**src/rtl/lsu_mem_ctrl.sv**
```systemverilog
// lsu_mem_ctrl: load/store unit between the MW stage and a variable-latency
// data memory. Builds byte masks and lane-aligned store data, extracts and
// extends load data, stalls the pipeline while the memory is busy, and
// reports misaligned, illegal-size and timed-out accesses as mcause faults.
module lsu_mem_ctrl #(
  parameter int DATA_W  = 32,
  parameter int ADDR_W  = 32,
  parameter int TIMEOUT = 15
) (
  input  logic                clk,
  input  logic                rst,
  input  logic                req_valid,
  input  logic                is_store,
  input  logic [2:0]          funct3,
  input  logic [ADDR_W-1:0]   addr,
  input  logic [DATA_W-1:0]   wdata,
  output logic                stall,
  output logic                done,
  output logic [DATA_W-1:0]   rdata,
  output logic                fault,
  output logic [3:0]          fault_cause,
  output logic [ADDR_W-1:0]   fault_addr,
  output logic                mem_cs,
  output logic                mem_wr,
  output logic [DATA_W/8-1:0] mem_mask,
  output logic [ADDR_W-1:0]   mem_addr,
  output logic [DATA_W-1:0]   mem_wdata,
  input  logic [DATA_W-1:0]   mem_rdata,
  input  logic                mem_ready
);
  localparam int NB    = DATA_W / 8;
  localparam int OFF_W = $clog2(NB);
  localparam int CNT_W = $clog2(TIMEOUT + 2);
  localparam logic [CNT_W-1:0] TO_C = CNT_W'(TIMEOUT);

  typedef enum logic [1:0] {S_IDLE, S_ACCESS, S_RESP} state_t;

  // Byte enables for an access of 2**sz bytes starting at lane offset off.
  function automatic logic [NB-1:0] f_mask(input logic [1:0] sz, input logic [OFF_W-1:0] off);
    logic [NB-1:0] m;
    case (sz)
      2'd0:    m = NB'(1) << off;
      2'd1:    m = NB'(3) << off;
      2'd2:    m = NB'(15) << off;
      default: m = '1;
    endcase
    return m;
  endfunction

  // Replicate the store operand across every lane so the mask alone selects it.
  function automatic logic [DATA_W-1:0] f_align(input logic [1:0] sz, input logic [DATA_W-1:0] d);
    logic [DATA_W-1:0] r;
    case (sz)
      2'd0:    r = {NB{d[7:0]}};
      2'd1:    r = {(NB/2){d[15:0]}};
      2'd2:    r = {(NB/4){d[31:0]}};
      default: r = d;
    endcase
    return r;
  endfunction

  // Sign- or zero-extend the low lane bytes according to the load funct3.
  function automatic logic [DATA_W-1:0] f_extend(input logic [2:0] f3, input logic [DATA_W-1:0] lane);
    logic signed [7:0]  b;
    logic signed [15:0] h;
    logic signed [31:0] w;
    logic [DATA_W-1:0]  r;
    b = lane[7:0];
    h = lane[15:0];
    w = lane[31:0];
    case (f3)
      3'b000:  r = DATA_W'(b);
      3'b001:  r = DATA_W'(h);
      3'b010:  r = DATA_W'(w);
      3'b100:  r = DATA_W'(lane[7:0]);
      3'b101:  r = DATA_W'(lane[15:0]);
      3'b110:  r = DATA_W'(lane[31:0]);
      default: r = lane;
    endcase
    return r;
  endfunction

  state_t              r_state;
  logic [CNT_W-1:0]    r_cnt;
  logic [ADDR_W-1:0]   r_addr;
  logic                r_store;
  logic [2:0]          r_f3;
  logic [NB-1:0]       r_mask;
  logic [DATA_W-1:0]   r_wdata;
  logic [DATA_W-1:0]   r_rdata;
  logic                r_fault;

  logic [1:0]          w_sz;
  logic                w_illegal;
  logic                w_misal;
  logic                w_take;
  logic                w_imm_fault;
  logic                w_accept;
  logic                w_resp_fault;
  logic [3:0]          w_imm_cause;
  logic [DATA_W-1:0]   w_lane;

  assign w_sz = funct3[1:0];

  // Request classification in IDLE: illegal size, misalignment, acceptance.
  always_comb begin
    w_illegal = (funct3 == 3'b111) ||
                ((DATA_W == 32) && ((funct3 == 3'b011) || (funct3 == 3'b110)));
    case (w_sz)
      2'd0:    w_misal = 1'b0;
      2'd1:    w_misal = addr[0];
      2'd2:    w_misal = |addr[1:0];
      default: w_misal = |addr[2:0];
    endcase
    w_take      = (r_state == S_IDLE) && req_valid && !rst;
    w_imm_fault = w_take && (w_illegal || w_misal);
    w_accept    = w_take && !(w_illegal || w_misal);
  end

  // mcause: 4/5 load misaligned/access fault, 6/7 store equivalents.
  assign w_imm_cause  = {2'b01, is_store, w_illegal};
  assign w_resp_fault = (r_state == S_RESP) && r_fault;
  assign w_lane       = mem_rdata >> {r_addr[OFF_W-1:0], 3'b000};

  assign stall       = w_accept || (r_state == S_ACCESS);
  assign done        = w_imm_fault || (r_state == S_RESP);
  assign fault       = w_imm_fault || w_resp_fault;
  assign fault_cause = w_imm_fault ? w_imm_cause : (w_resp_fault ? {2'b01, r_store, 1'b1} : 4'd0);
  assign fault_addr  = w_imm_fault ? addr : r_addr;
  assign rdata       = r_rdata;
  assign mem_cs      = (r_state == S_ACCESS);
  assign mem_wr      = mem_cs && r_store;
  assign mem_mask    = mem_cs ? r_mask : '0;
  assign mem_addr    = {r_addr[ADDR_W-1:OFF_W], {OFF_W{1'b0}}};
  assign mem_wdata   = r_wdata;

  // Access FSM: latch the request, wait for the memory or the timeout, retire.
  always_ff @(posedge clk) begin
    if (rst) begin
      r_state <= S_IDLE;
      r_cnt   <= '0;
      r_addr  <= '0;
      r_store <= 1'b0;
      r_f3    <= 3'b000;
      r_mask  <= '0;
      r_wdata <= '0;
      r_rdata <= '0;
      r_fault <= 1'b0;
    end else begin
      case (r_state)
        S_IDLE: begin
          if (w_accept) begin
            r_addr  <= addr;
            r_store <= is_store;
            r_f3    <= funct3;
            r_mask  <= f_mask(w_sz, addr[OFF_W-1:0]);
            r_wdata <= f_align(w_sz, wdata);
            r_cnt   <= '0;
            r_fault <= 1'b0;
            r_state <= S_ACCESS;
          end
        end
        S_ACCESS: begin
          if (mem_ready) begin
            if (!r_store) r_rdata <= f_extend(r_f3, w_lane);
            r_state <= S_RESP;
          end else if ((TIMEOUT != 0) && (r_cnt == TO_C)) begin
            r_fault <= 1'b1;
            r_state <= S_RESP;
          end else begin
            r_cnt <= r_cnt + 1'b1;
          end
        end
        S_RESP:  r_state <= S_IDLE;
        default: r_state <= S_IDLE;
      endcase
    end
  end
endmodule

```
**config.mk**
```make
export PLATFORM = sky130hd
export DESIGN_NAME = lsu_mem_ctrl
export DESIGN_NICKNAME = d
export VERILOG_FILES = /design/src/rtl/lsu_mem_ctrl.sv
export SDC_FILE = /design/constraint.sdc
export NUM_CORES = 1
export LEC_CHECK = 0
export ABC_AREA = 1
export ABC_CLOCK_PERIOD_IN_PS = 2000
export CORE_MARGIN = 2
export CORE_UTILIZATION = 30
export CTS_BUF_LIST = sky130_fd_sc_hd__clkbuf_8
export DETAILED_ROUTE_END_ITERATION = 7
export PLACE_DENSITY = 0.57
export RECOVER_POWER = 100
export SLEW_MARGIN = 20
export SYNTH_ARGS = -nofsm -noshare
export SYNTH_HDL_FRONTEND = slang
export SYNTH_SLANG_ARGS = --single-unit
```
**constraint.sdc**
```tcl
create_clock -name clk -period 2 [get_ports clk]
set_clock_uncertainty 0.05 [all_clocks]
set_input_delay 0.4 -clock clk [delete_from_list [all_inputs] [get_ports clk]]
set_output_delay 0.4 -clock clk [all_outputs]
set_load 0.005 [all_outputs]
```
==> metrics.cfg, run 1 <==
[cells_and_area]
final_core_util_pct=48.61
layout-drive-gt1-share_pct=19.52
multi_input_area_mm2=0.003379
regArea_mm2=0.002245
final_common_cell=nand2_1
final_nets=1345
fill_cells=2064
area_growth_pct=59.96
layout_common_cells=nand2_1 (322), clkdlybuf4s50_1 (125), dfxtp_1 (110)

[clock_network]
path_clk_slew_ns=0.11
cts-buffers-inserted=9
clockBufferDepth=2
clock_latency_ns=0.39
htreeDepth=3
cts_tree=built
root_buffer=clkbuf_8
clock-sinks=112

[global_routing]
antenna_found_initial=2
grt_max_degree=99
grt.overflow.total=0
grt_pass1_vias=6355
grt_pass1_wl_mm=34.30
grt_usage_pct=19.93

[timing]
hold_viol_final=0
min_period_ns=2.174
holdWs_ns=0.3195
rsz0062_at_grt=true
drv_slew=0
setup_tns_ns=-3.948
setup_viol=36
max_freq_mhz=460.0
max-slew-margin-rel_pct=27.69
timing.final.ws_setup_ns=-0.1738
fin_crit_sh_pct=108.7
tightestPinTransition_ns=1.085

[job]
drv_cap=0

[setup_path]
worst_ep_arrival_time_ns=1.72
path_buf_inv=6
critPathKind=flip-flop to primary output
cp-startpoint=r_state[0]$_SDFFE_PP0P_
end_kind=primary output
max_stage_delay_ns=0.34
crit_required_ns=1.55
regToRegStartpoint=r_state[0]$_SDFFE_PP0P_
path_delay_family=buffers and inverters
critPathLaunchType=flip-flop
slowest_stage=dfxtp_2
crit_chain=inv_2 > nand2_2 > nor2_4 > buf_6 > nand2_8 > buf_6 > buf_12 > buf_12 > nand2_2 > nand2_1 > buf_2
cp_max_fo=7

[power]
p_total_mw=5.294
sw_frac_of_total_pct=28.83
cellPowerDensity_mw_per_mm2=541.7
p_comb_share_pct=25.5
clkPwrFrac_pct=29.8
p_int_mw=3.768
seq_power_share_pct=44.8
p_leak_nw=4.455
power.net_switching_mw=1.527
ir_drop_v=0.0002950

[synth]
yosysTopAreaCellShare_pct=36.70
ys_top_cells_by_area=dfxtp_1 (37%), nand2_1 (22%), a21oi_1 (7.1%)
synth_top_cell_by_area=dfxtp_1
yosys.area_share.adder_pct=1.229
synth_edf_count=0
yosysUniqueCellTypes=30
synth_xor_area_share_pct=0
seq_area_frac_synth_pct=36.70
syn-cell-area_mm2=0.006110
ys_seq_elements=112
syn_inst=980
synth_compound_area_share_pct=11.06
yosysWarnings=0
synthMuxAreaShare_pct=0
postSynth.asyncResetShare_pct=0
avgSynthCellArea_um2=6.234
synth_top_family_by_area=simple AND/OR/NAND/NOR gates
yosys.area_share.simple_pct=36.88
synthFlopType=dfxtp_1

[floorplanning]
chipHeight_um=146.7
die_width_um=146.7
coreArea_mm2=0.02010
dieArea_mm2=0.02152
rows=52
start_util_pct=30.39
ios=245

[run_status]
violations=setup timing
status=complete, but fails checks

[detailed_routing]
drc_errors=0
firstDrtPassIters=5
vias=6842
drt-wirelength-per-cell_um=14.76
drt_iter0_drc=356
vias_per_cell=4.528
antenna_left=0
routed_wl_mm=22.30

[placement]
gp_congestion=0.8730
portBuffers=241
hpwlAfterDp_mm=15.23
pre_cts_slack_ns=-0.9061

[worst_hold_path]
min_path_type=input port to flip-flop
worstHoldStart=funct3[1]

-- final timing paths --
kind	slack [ns]	cells after the start	to
worst max-delay path	-0.17	11	fault_addr[25]
worst min-delay path	0.32	4	r_f3[1]$_SDFFE_PP0P_
worst max register to register	0.06	12	r_addr[18]$_SDFFE_PP0P_
worst min register to register	0.40	2	r_cnt[4]$_SDFFE_PP0P_
-- power by group through the flow --
stage | Combinational (mW) | Sequential (mW) | Clock [mW]
after floorplan | 0.530 | 2.41 | 0
after global placement | 1.17 | 2.42 | 0
after detailed placement | 1.17 | 2.42 | 0
after CTS | 1.32 | 2.37 | 1.63
after global routing | 1.47 | 2.38 | 1.75
final | 1.35 | 2.37 | 1.58
-- synthesized netlist by cell type (3+ instances only) --
master / number
nand3_1: 71
o21ai_0: 39
buf_2: 15
nor3_1: 12
nand2_1: 363
a21oi_1: 87
nor2_1: 101
inv_2: 3
o21ai_1: 6
buf_6: 8
buf_4: 38
buf_1: 4
dfxtp_1: 112
inv_1: 72
ha_1: 6
clkbuf_1: 25
-- state kept, by name (all words and copies together), names as in the netlist --
signal / count
mem_wdata: 32
r_addr: 32
r_cnt: 5
r_f3: 3
r_fault: 1
r_mask: 4
r_state: 2
r_store: 1
rdata: 32
-- kinds of logic after synthesis --
logic type                 Yosys count
adders and majority gates            6
DFF                                112
and+or+nand+nor                    558
buffers and inverters              169
AOI/OAI and AO/OA                  134
other                                1
-- layer usage --
| layer | routed length (um) | part of all wire, % | global-route usage, % |
|---|---|---|---|
| met1 | 9792 | 44 | 25.92 |
| met2 | 10690 | 48 | 33.15 |
| met3 | 1328 | 6.0 | 3.913 |
| met4 | 489 | 2.2 | 6.748 |
| met5 | 0 | 0 | 0 |
-- area by class of cell --
| type | instances | share of cell area, % |
|---|---|---|
| antenna | 1 | 0.02560 |
| clock buffer | 10 | 1.408 |
| clock inverter | 6 | 0.9218 |
| inverter | 78 | 3.098 |
| multi-input combinational | 701 | 34.58 |
| sequential | 112 | 22.97 |
| tap | 270 | 3.457 |
| timing repair buffer | 333 | 33.54 |
-- per-stage QoR --
stage | instances | instance area, um2
after floorplan | 982 | 6133
after global routing | 1511 | 9773
final | 1511 | 9773
after global placement | 1460 | 8850
after CTS | 1503 | 9549
after detailed placement | 1460 | 8850
-- what timing repair did --
action	in CTS	in global routing
pin swaps	9	26
endpoints found under the setup margin	115	102
buffers inserted	23	7
gates resized for setup	253	72
gates cloned	6	2
hold buffers	0	0
-- worst min-delay path: cells and delay by family --
family	cells	cell delay [ns]
compound gates	1	0.05
buf+inv	2	0.21
simple gates	1	0.05
Note: power is estimated with default switching activity, not from simulation.
==> run 2: changes to the inputs <==
--- a/config.mk
+++ b/config.mk
@@ -7,7 +7,6 @@
 export LEC_CHECK = 0
 export ABC_AREA = 1
 export ABC_CLOCK_PERIOD_IN_PS = 2000
-export CORE_MARGIN = 2
 export CORE_UTILIZATION = 30
 export CTS_BUF_LIST = sky130_fd_sc_hd__clkbuf_8
 export DETAILED_ROUTE_END_ITERATION = 7
==> run 2 against run 1 <==
  * The flow still finishes with violations (setup timing)
  * Worst setup slack better by 0.0024 ns
  * Via count down 1.7%
  * First-iteration DRC count down 14%
  * Clock power down 17%
  * Critical path depth down 1
  * Sequential share of layout area up 1.1 points
  * Cell count down 2.2%
  * Design area down 4.5%
  * Critical path type is now input port to primary output
  * Largest power group unchanged
==> metrics.cfg, run 2 (synthesized netlist as in run 1, its figures left out) <==
[run_status]
violations=setup timing
status=complete, but fails checks

[clock_network]
root_buffer=clkbuf_8
cts-buffers-inserted=9
path_clk_slew_ns=0.11
cts_tree=built
clock_latency_ns=0.38
htreeDepth=3
clockBufferDepth=2
ctsHoldBuffers=0
clock-sinks=112

[setup_path]
regToRegStartpoint=r_state[0]$_SDFFE_PP0P_
rr_worst_depth=11
worst_ep_arrival_time_ns=1.72
r2r_setup_slack_ns=0.01
critPathKind=input port to primary output
cp_max_fo=15
cp-startpoint=funct3[0]
end_kind=primary output
crit_path_end=fault_addr[13]
crit_required_ns=1.55
timing.rr.end=mem_wdata[8]$_SDFFE_PP0P_
critPathLaunchType=input port

[floorplanning]
ios=245
chipHeight_um=144.7
die_width_um=144.7
rows=51
start_util_pct=30.99
dieArea_mm2=0.02094
coreArea_mm2=0.01972

[cells_and_area]
area_growth_pct=52.69
fill_cells=2097
final_nets=1318
diodes=0
final_common_cell=nand2_1
layout_common_cells=nand2_1 (335), clkdlybuf4s50_1 (190), dfxtp_1 (110)
final_core_util_pct=47.31
final-instance-count-excl-fill=1478
layout-drive-gt1-share_pct=15.09

[global_routing]
grt_pass1_vias=5943
grt.overflow.total=0
antenna_found_initial=1
grt_max_degree=99
grt_pass1_wl_mm=32.18
grt_usage_pct=20.11

[detailed_routing]
drt-wirelength-per-cell_um=14.64
antenna_left=0
drt_iter0_drc=305
vias=6724
firstDrtPassIters=5
drc_errors=0
vias_per_cell=4.549
routed_wl_mm=21.65

[power]
cellPowerDensity_mw_per_mm2=529.2
sw_frac_of_total_pct=29.86
p_total_mw=4.937
clkPwrFrac_pct=26.5
p_int_mw=3.463
p_leak_nw=4.105
ir_drop_v=0.0003415
p_comb_share_pct=25.5
power.net_switching_mw=1.474
seq_power_share_pct=48.0

[placement]
portBuffers=241
hpwlAfterDp_mm=15.08
gp_congestion=0.8342
pre_cts_slack_ns=-0.9151
placedCellCount=1442

[worst_hold_path]
min_path_type=input port to flip-flop

[timing]
tightestPinTransition_ns=0.8046
rsz0062_at_grt=true
max-slew-margin-rel_pct=46.36
timing.final.ws_setup_ns=-0.1714
min_period_ns=2.171
max_freq_mhz=460.5
drv_slew=0
setup_viol=37
hold_viol_final=0
fin_crit_sh_pct=108.6

[job]
drv_cap=0

## run 2: worst min path at each step
stage                                from                    end  slack [ns]  depth (start not counted)
floorplan           r_cnt[4]$_SDFFE_PP0P_  r_cnt[4]$_SDFFE_PP0P_        0.37                          2
global placement    r_cnt[4]$_SDFFE_PP0P_  r_cnt[4]$_SDFFE_PP0P_        0.38                          2
detailed placement  r_cnt[4]$_SDFFE_PP0P_  r_cnt[4]$_SDFFE_PP0P_        0.39                          2
CTS                             funct3[0]   r_f3[0]$_SDFFE_PP0P_        0.35                          4
global route                    funct3[0]   r_f3[0]$_SDFFE_PP0P_        0.38                          4
finish                          funct3[0]   r_f3[0]$_SDFFE_PP0P_        0.37                          4
## run 2: power groups by stage
stage,clock network (mW),registers [mW],logic [mW]
floorplan,0,2.41,0.530
global placement,0,2.42,1.16
detailed placement,0,2.42,1.16
CTS,1.38,2.37,1.22
global route,1.46,2.38,1.38
finish,1.31,2.37,1.26
## run 2: repair_timing
item | in CTS | in global routing
gates resized for setup | 188 | 72
pin swaps | 7 | 25
endpoints found under the setup margin | 120 | 102
buffers inserted | 11 | 6
gates cloned | 4 | 1
## run 2: worst max-delay path: stages
cell           delay [ns]
buf_4                0.13
buf_6                0.12
ha_4                 0.16
a21oi_4              0.15
nand2_4              0.10
buf_6                0.14
buf_16               0.15
nand3_1              0.07
nand2_1              0.05
dlygate4sd2_1        0.25
## run 2: layout make-up
class                   instances  area, um2  share of cell area, %
multi-input cells             701       3244                  34.78
clock inverters                 6      46.29                 0.4962
inverters                      78      302.8                  3.246
clock buffers                  10      137.6                  1.475
flip-flops and latches        112       2245                  24.06
well taps                     265      331.6                  3.554
repair buffers                306       3022                  32.39
## run 2: routing by layer
layer | global-route usage (%) | share of wire, %
met1 | 25.47 | 45
met2 | 34.51 | 48
met3 | 4.640 | 6.4
met4 | 4.432 | 1.1
met5 | 0 | 0.046
## run 2: per-stage QoR
| stage | setup TNS, ns | cell area [um2] | hold slack (ns) |
|---|---|---|---|
| 2_1_floorplan | 0 | 6133 | 0.3688 |
| 3_3_place_gp | -73.47 | 8758 | 0.3800 |
| 3_5_place_dp | -78.44 | 8758 | 0.3867 |
| 4_1_cts | -4.937 | 9165 | 0.3464 |
| 5_1_grt | -13.11 | 9329 | 0.3751 |
| 6_report | -2.678 | 9329 | 0.3679 |
